[config.mk]
export PLATFORM = sky130hd
export DESIGN_NAME = mul_approx_seq
export DESIGN_NICKNAME = d
export VERILOG_FILES = /design/src/rtl/mul_approx_seq.sv
export SDC_FILE = /design/constraint.sdc
export NUM_CORES = 1
export LEC_CHECK = 0
export BUFFER_PORTS_ARGS = -buffer_cell sky130_fd_sc_hd__clkbuf_2
export CORE_MARGIN = 2
export CORE_UTILIZATION = 61
export DETAILED_ROUTE_END_ITERATION = 7
export PLACE_DENSITY = 0.91
export SLEW_MARGIN = 40
export SYNTH_ARGS = -nofsm -noshare
export SYNTH_HDL_FRONTEND = slang
export SYNTH_SLANG_ARGS = --single-unit
[constraint.sdc]
create_clock -name clk -period 5.2 [get_ports clk]
set_input_delay 0.52 -clock clk [delete_from_list [all_inputs] [get_ports clk]]
set_output_delay 0.52 -clock clk [all_outputs]
set_load 0.01 [all_outputs]
[src/rtl/mul_approx_seq.sv]
// mul_approx_seq: sequential shift-add unsigned multiplier dropping partial-product columns below trunc, with optional rounding bias.
module mul_approx_seq #(
  parameter int WIDTH          = 8,
  parameter int BITS_PER_CYCLE = 1,
  parameter int COMP           = 0,
  parameter int TW             = $clog2(2*WIDTH)
) (
  input  logic                 clk,
  input  logic                 rst,
  input  logic                 in_valid,
  output logic                 in_ready,
  input  logic [WIDTH-1:0]     a,
  input  logic [WIDTH-1:0]     b,
  input  logic [TW-1:0]        trunc,
  output logic                 out_valid,
  input  logic                 out_ready,
  output logic [2*WIDTH-1:0]   o,
  output logic                 busy
);
  localparam int N  = WIDTH / BITS_PER_CYCLE;
  localparam int CW = (N > 1) ? $clog2(N) : 1;
  localparam int PW = 2 * WIDTH;
  typedef enum logic [1:0] {IDLE, CALC, DONE} state_t;
  state_t r_state, w_next;
  logic [PW-1:0] r_a_sh, r_mask, r_bias, r_acc, r_o, w_sum;
  logic [WIDTH-1:0] r_b;
  logic [CW-1:0] r_cnt;
  logic w_last, w_accept;
  assign w_last    = r_cnt == CW'(N - 1);
  assign w_accept  = r_state == IDLE && in_valid;
  assign in_ready  = r_state == IDLE;
  assign out_valid = r_state == DONE;
  assign busy      = r_state != IDLE;
  assign o         = r_o;
  always_ff @(posedge clk) begin
    if (rst) r_state <= IDLE;
    else     r_state <= w_next;
  end
  always_comb begin
    w_next = r_state;
    if (w_accept) w_next = CALC;
    if (r_state == CALC && w_last) w_next = DONE;
    if (r_state == DONE && out_ready) w_next = IDLE;
  end
  // r_a_sh tracks a << j for the lowest unconsumed b bit; r_mask keeps only columns >= trunc
  always_comb begin
    w_sum = r_acc;
    for (int k = 0; k < BITS_PER_CYCLE; k++)
      w_sum = w_sum + (r_b[k] ? ((r_a_sh << k) & r_mask) : '0);
  end
  always_ff @(posedge clk) begin
    if (rst) begin
      r_o    <= '0;
      r_acc  <= '0;
      r_a_sh <= '0;
      r_b    <= '0;
      r_mask <= '0;
      r_bias <= '0;
      r_cnt  <= '0;
    end else if (w_accept) begin
      r_a_sh <= PW'(a);
      r_b    <= b;
      r_mask <= {PW{1'b1}} << trunc;
      r_bias <= (COMP != 0 && trunc != '0) ? (PW'(1) << (trunc - TW'(1))) : '0;
      r_acc  <= '0;
      r_cnt  <= '0;
    end else if (r_state == CALC) begin
      r_acc  <= w_sum;
      r_a_sh <= r_a_sh << BITS_PER_CYCLE;
      r_b    <= r_b >> BITS_PER_CYCLE;
      r_cnt  <= r_cnt + CW'(1);
      if (w_last) r_o <= w_sum + r_bias;
    end
  end
endmodule

Word-level counts from Yosys, hierarchy flattened

Index checks and enable logic that the tools add are counted.

Output and inout port bits: 19
Word-level logic and storage cells: 35
Input bits: 24
Register bits after elaboration: 77

Shift operators: 1
Multiplexer cells: 7
Equal/unequal tests: 3
Bitwise gates (word level): 2
Add/subtract/negate cells: 2
Reductions and logical operators: 11

Operators by type and width:

| kind                  | count |
|---|---|
| $mux 8                | 4 |
| $add 16x16->16        | 1 |
| $and 16x16->16        | 1 |
| $mux 16               | 1 |
| $shl 16x4->16 const A | 1 |
| $reduce_bool 2->1     | 3 |
| $mux 2                | 2 |
| $reduce_or 2->1       | 2 |
| $add 3x1->3 const B   | 1 |
| $eq 3x3->1 const B    | 1 |
| $logic_and 1x1->1     | 3 |
| $reduce_and 3->1      | 1 |
| $reduce_or 3->1       | 1 |
| $eq 2x1->1 const B    | 1 |
| $eq 2x2->1 const B    | 1 |
| $logic_not 2->1       | 1 |
| $not 1->1             | 1 |

Logic depth before layout (Yosys ltp)

Word-level depth: 4
Depth in mapped cells: 10
Mapped depth without buffers: 9

Least setup slack after synthesis

Ideal clock, no wire load.

Path kind: reg2reg
Start point: reg r_b[0]
End point: reg r_acc[12]
Cell stages (with the launch flop): 11
Buffers on the path: 1
Required time: 5.130 ns
Arrival: 2.375 ns
Setup slack: 2.755 ns
Setup time: 0.070 ns
Clock period less this slack: 2.445 ns
Cells stage by stage: dfxtp_1 clkbuf_1 and3_1 ha_1 fa_1 a21o_1 a221oi_2 o221ai_1 xor2_1 nand2_1 a21oi_1

Longest elaborated chain between the ends: 2

RTL lines:

| element                | line | RTL |
|---|---|---|
| start, declared        | 26   | `logic [WIDTH-1:0] r_b;` |
| start signal, assigned | 70   | `r_b <= r_b >> BITS_PER_CYCLE;` |
| $mux 16                | 49   | `w_sum = w_sum + (r_b[k] ? ((r_a_sh << k) & r_mask) : '0);` |
| $add 16x16->16         | 49   |  |
| end signal, assigned   | 68   | `r_acc <= w_sum;` |
| end, declared          | 25   | `logic [PW-1:0] r_a_sh, r_mask, r_bias, r_acc, r_o, w_sum;` |

Every way passes these cells.
A chain may end at the register's enable or synchronous reset.

Final worst setup path

Same ends and word-level chain as after synthesis.

==> impl_metrics.ini <==
[setup_path]
cp_slowest_cell = dfxtp_1
crit_type = reg2reg
crit_buf_inv = 0
cp_top_family = compound AO/OA/AOI/OAI gates
required_ps = 5480
cp_slowest_stage_delay_ps = 460
arrival_ps = 3000
worstSetupStartpointType = register
worstPathMaxFanout = 17
cp_cell_sequence = and3_1 > ha_1 > fa_1 > a21o_1 > a221oi_2 > o221ai_1 > xor2_1 > nand2_1 > a21oi_1
cp-end-kind = register

[cts]
post-cts-setup-buffer-count = 0
cts-root-buf = clkbuf_8
clk_pin_slew_ps = 80
htreeDepth = 3
cts_sinks = 77
cts_resized = 0
worstSkewPairLatency_ps = 360
cts_buffers = 9
cts_tree = built
clk_path_buf_depth = 2
hold_buffers = 0

[placed_design]
hpwl_um = 5900
finalWeightedCongestion = 0.911
io_buffer_count = 42
dp_slack_ps = 2530

[timing]
setup_violations = 0
worst_slew_pin_slew_ps = 787
fin_crit_sh_pct = 52.3
final_max_slew_viol_count = 0
rsz0062_at_grt = no
final.setup.worst_slack_ps = 2480
min_period_ps = 2720
clock.fmax_ghz = 0.367
hold_viol = 0
relSlewSlack_pct = 47.1
clock_skew_ps = 6.62
fin_tns_setup_ps = 0

[detailed_routing]
final_antenna_net_count = 0
vias = 3412
drc = 0
dr.pass1.iters = 5
wl_per_cell_um = 15.8
avgViaCountPerCell = 6.21
wirelength_um = 8680
drt-initial-drc-count = 220

[flow_run]
max_cap_viol_count = 0

[logic_synthesis]
ys_top_cells_by_area = dfxtp_1, nand2_1, a21oi_1
netlist_area_sq_mm = 0.00368
synthArstFlopShare_pct = 0
synth_nets = 485
synth_edf_count = 0
yosysMostFrequentCell = nand2_1
synthCells = 443
synth_common_cells = nand2_1, dfxtp_1, a21oi_1
yosysTopAreaCellShare_pct = 41.9
synthFlopType = dfxtp_1
syn_area_per_cell_sq_um = 8.31
ys_ff_latch = 77
yosysUniqueCellTypes = 54
seq_area_frac_synth_pct = 41.9
synth_top_area_cell = dfxtp_1
ys.warnings.count = 0

[die]
fp.coreArea_sq_mm = 0.00589
io_pins = 43
initial_utilization_pct = 62.5
die-height_um = 81.7
die-area_sq_mm = 0.00667
die_w_um = 81.7
rows = 28

[power]
vdd_drop_max_uv = 302
power.leakage_uw = 0.00174
power_density_mw_per_mm2 = 294

[global_route]
antenna_found_initial = 0
track_usage_pct = 28.1
grt_overflow = 0
grt_pass1_wl_um = 14300
grt_max_degree = 46
grt_pass1_vias = 3124

[status]
status = complete, no violations

[finish]
synthToLayoutAreaGrowth_pct = 11.7
diodes = 0
nets = 511
n_fill_cell = 464
drive_above_1_share_pct = 15.2

[min_path]
hp-class = in2reg
[logic make-up after synthesis]
logic type / after synthesis / share of synthesized area [%]
muxes: 2 / 0.544
adders and majority gates: 18 / 6.32
xor gates and xnor gates: 13 / 3.09
buffers and inverters: 35 / 3.91
AOI/OAI and AO/OA: 121 / 21.4
DFF: 77 / 41.9
and+or+nand+nor: 177 / 22.9
[final timing paths]
| kind | slack (ps) | cells past startpoint | end | startpoint |
|---|---|---|---|---|
| min reg2reg | 460 | 2 | o[5] | o[5] |
| max reg2reg | 2480 | 9 | r_acc[12] | r_b[0] |
| min | 390 | 3 | r_a_sh[0] | a[0] |
| max | 2480 | 9 | r_acc[12] | r_b[0] |
[sequential cells by signal, summed over array words and instances (netlist names)]
| register | flops |
|---|---|
| o | 16 |
| r_a_sh | 16 |
| r_acc | 16 |
| r_b | 8 |
| r_cnt | 3 |
| r_mask | 16 |
| r_state | 2 |
[worst reg2reg max path, cell delays in order (launching register included)]
cell      delay (ps)
dfxtp_1          460
and3_1           260
ha_1             200
fa_1             410
a21o_1           230
a221oi_2         460
o221ai_1         190
xor2_1           210
nand2_1           70
a21oi_1          150
[routing by layer]
layer / GRT usage, % / up-vias / part of all wire (%)
met4: 10.0 / 0 / 1.7
met3: 7.47 / 18 / 7.3
met5: 0 / - / 0
met1: 36.1 / 1616 / 44
li1: - / 1628 / -
met2: 45.6 / 150 / 47
[metrics by stage]
step	total power (uW)	util, %	hold WS [ps]	std cells	cell area, sq um
after floorplan	695	-	419	443	3680
after global placement	719	66.0	429	533	3880
after detailed placement	724	66.1	448	533	3890
after CTS	1210	69.8	384	549	4110
after global routing	1250	69.8	389	549	4110
final	1210	69.8	388	549	4110
[cell usage in the layout, fill, tap and decap left out, drive strengths merged, types with 6 or more instances in the layout]
cell | netlist | routed
a21oi | 57 | 57
and3 | 18 | 18
nand3 | 12 | 12
clkbuf | 17 | 55
dfxtp | 77 | 77
nor2 | 28 | 28
ha | 17 | 17
a22oi | 14 | 14
nor3 | 10 | 10
o21ai | 9 | 9
nand2 | 85 | 85
a21o | 6 | 6
xnor2 | 10 | 10
[power by group]
| part | internal [uW] | total [uW] | switching, uW |
|---|---|---|---|
| registers | 608 | 622 | 14.2 |
| clock network | 285 | 498 | 213 |
| logic | 30.3 | 89.6 | 59.3 |
[cell type report]
type	count	area, sq um	share of cell area (%)
multi-input combinational	331	2000	48.8
sequential	77	1540	37.5
clock inverter	3	68.8	1.67
timing repair buffer	45	233	5.66
inverter	5	18.8	0.457
clock buffer	13	149	3.62
tap	75	93.8	2.28
Power figures use the tool's default switching activity.
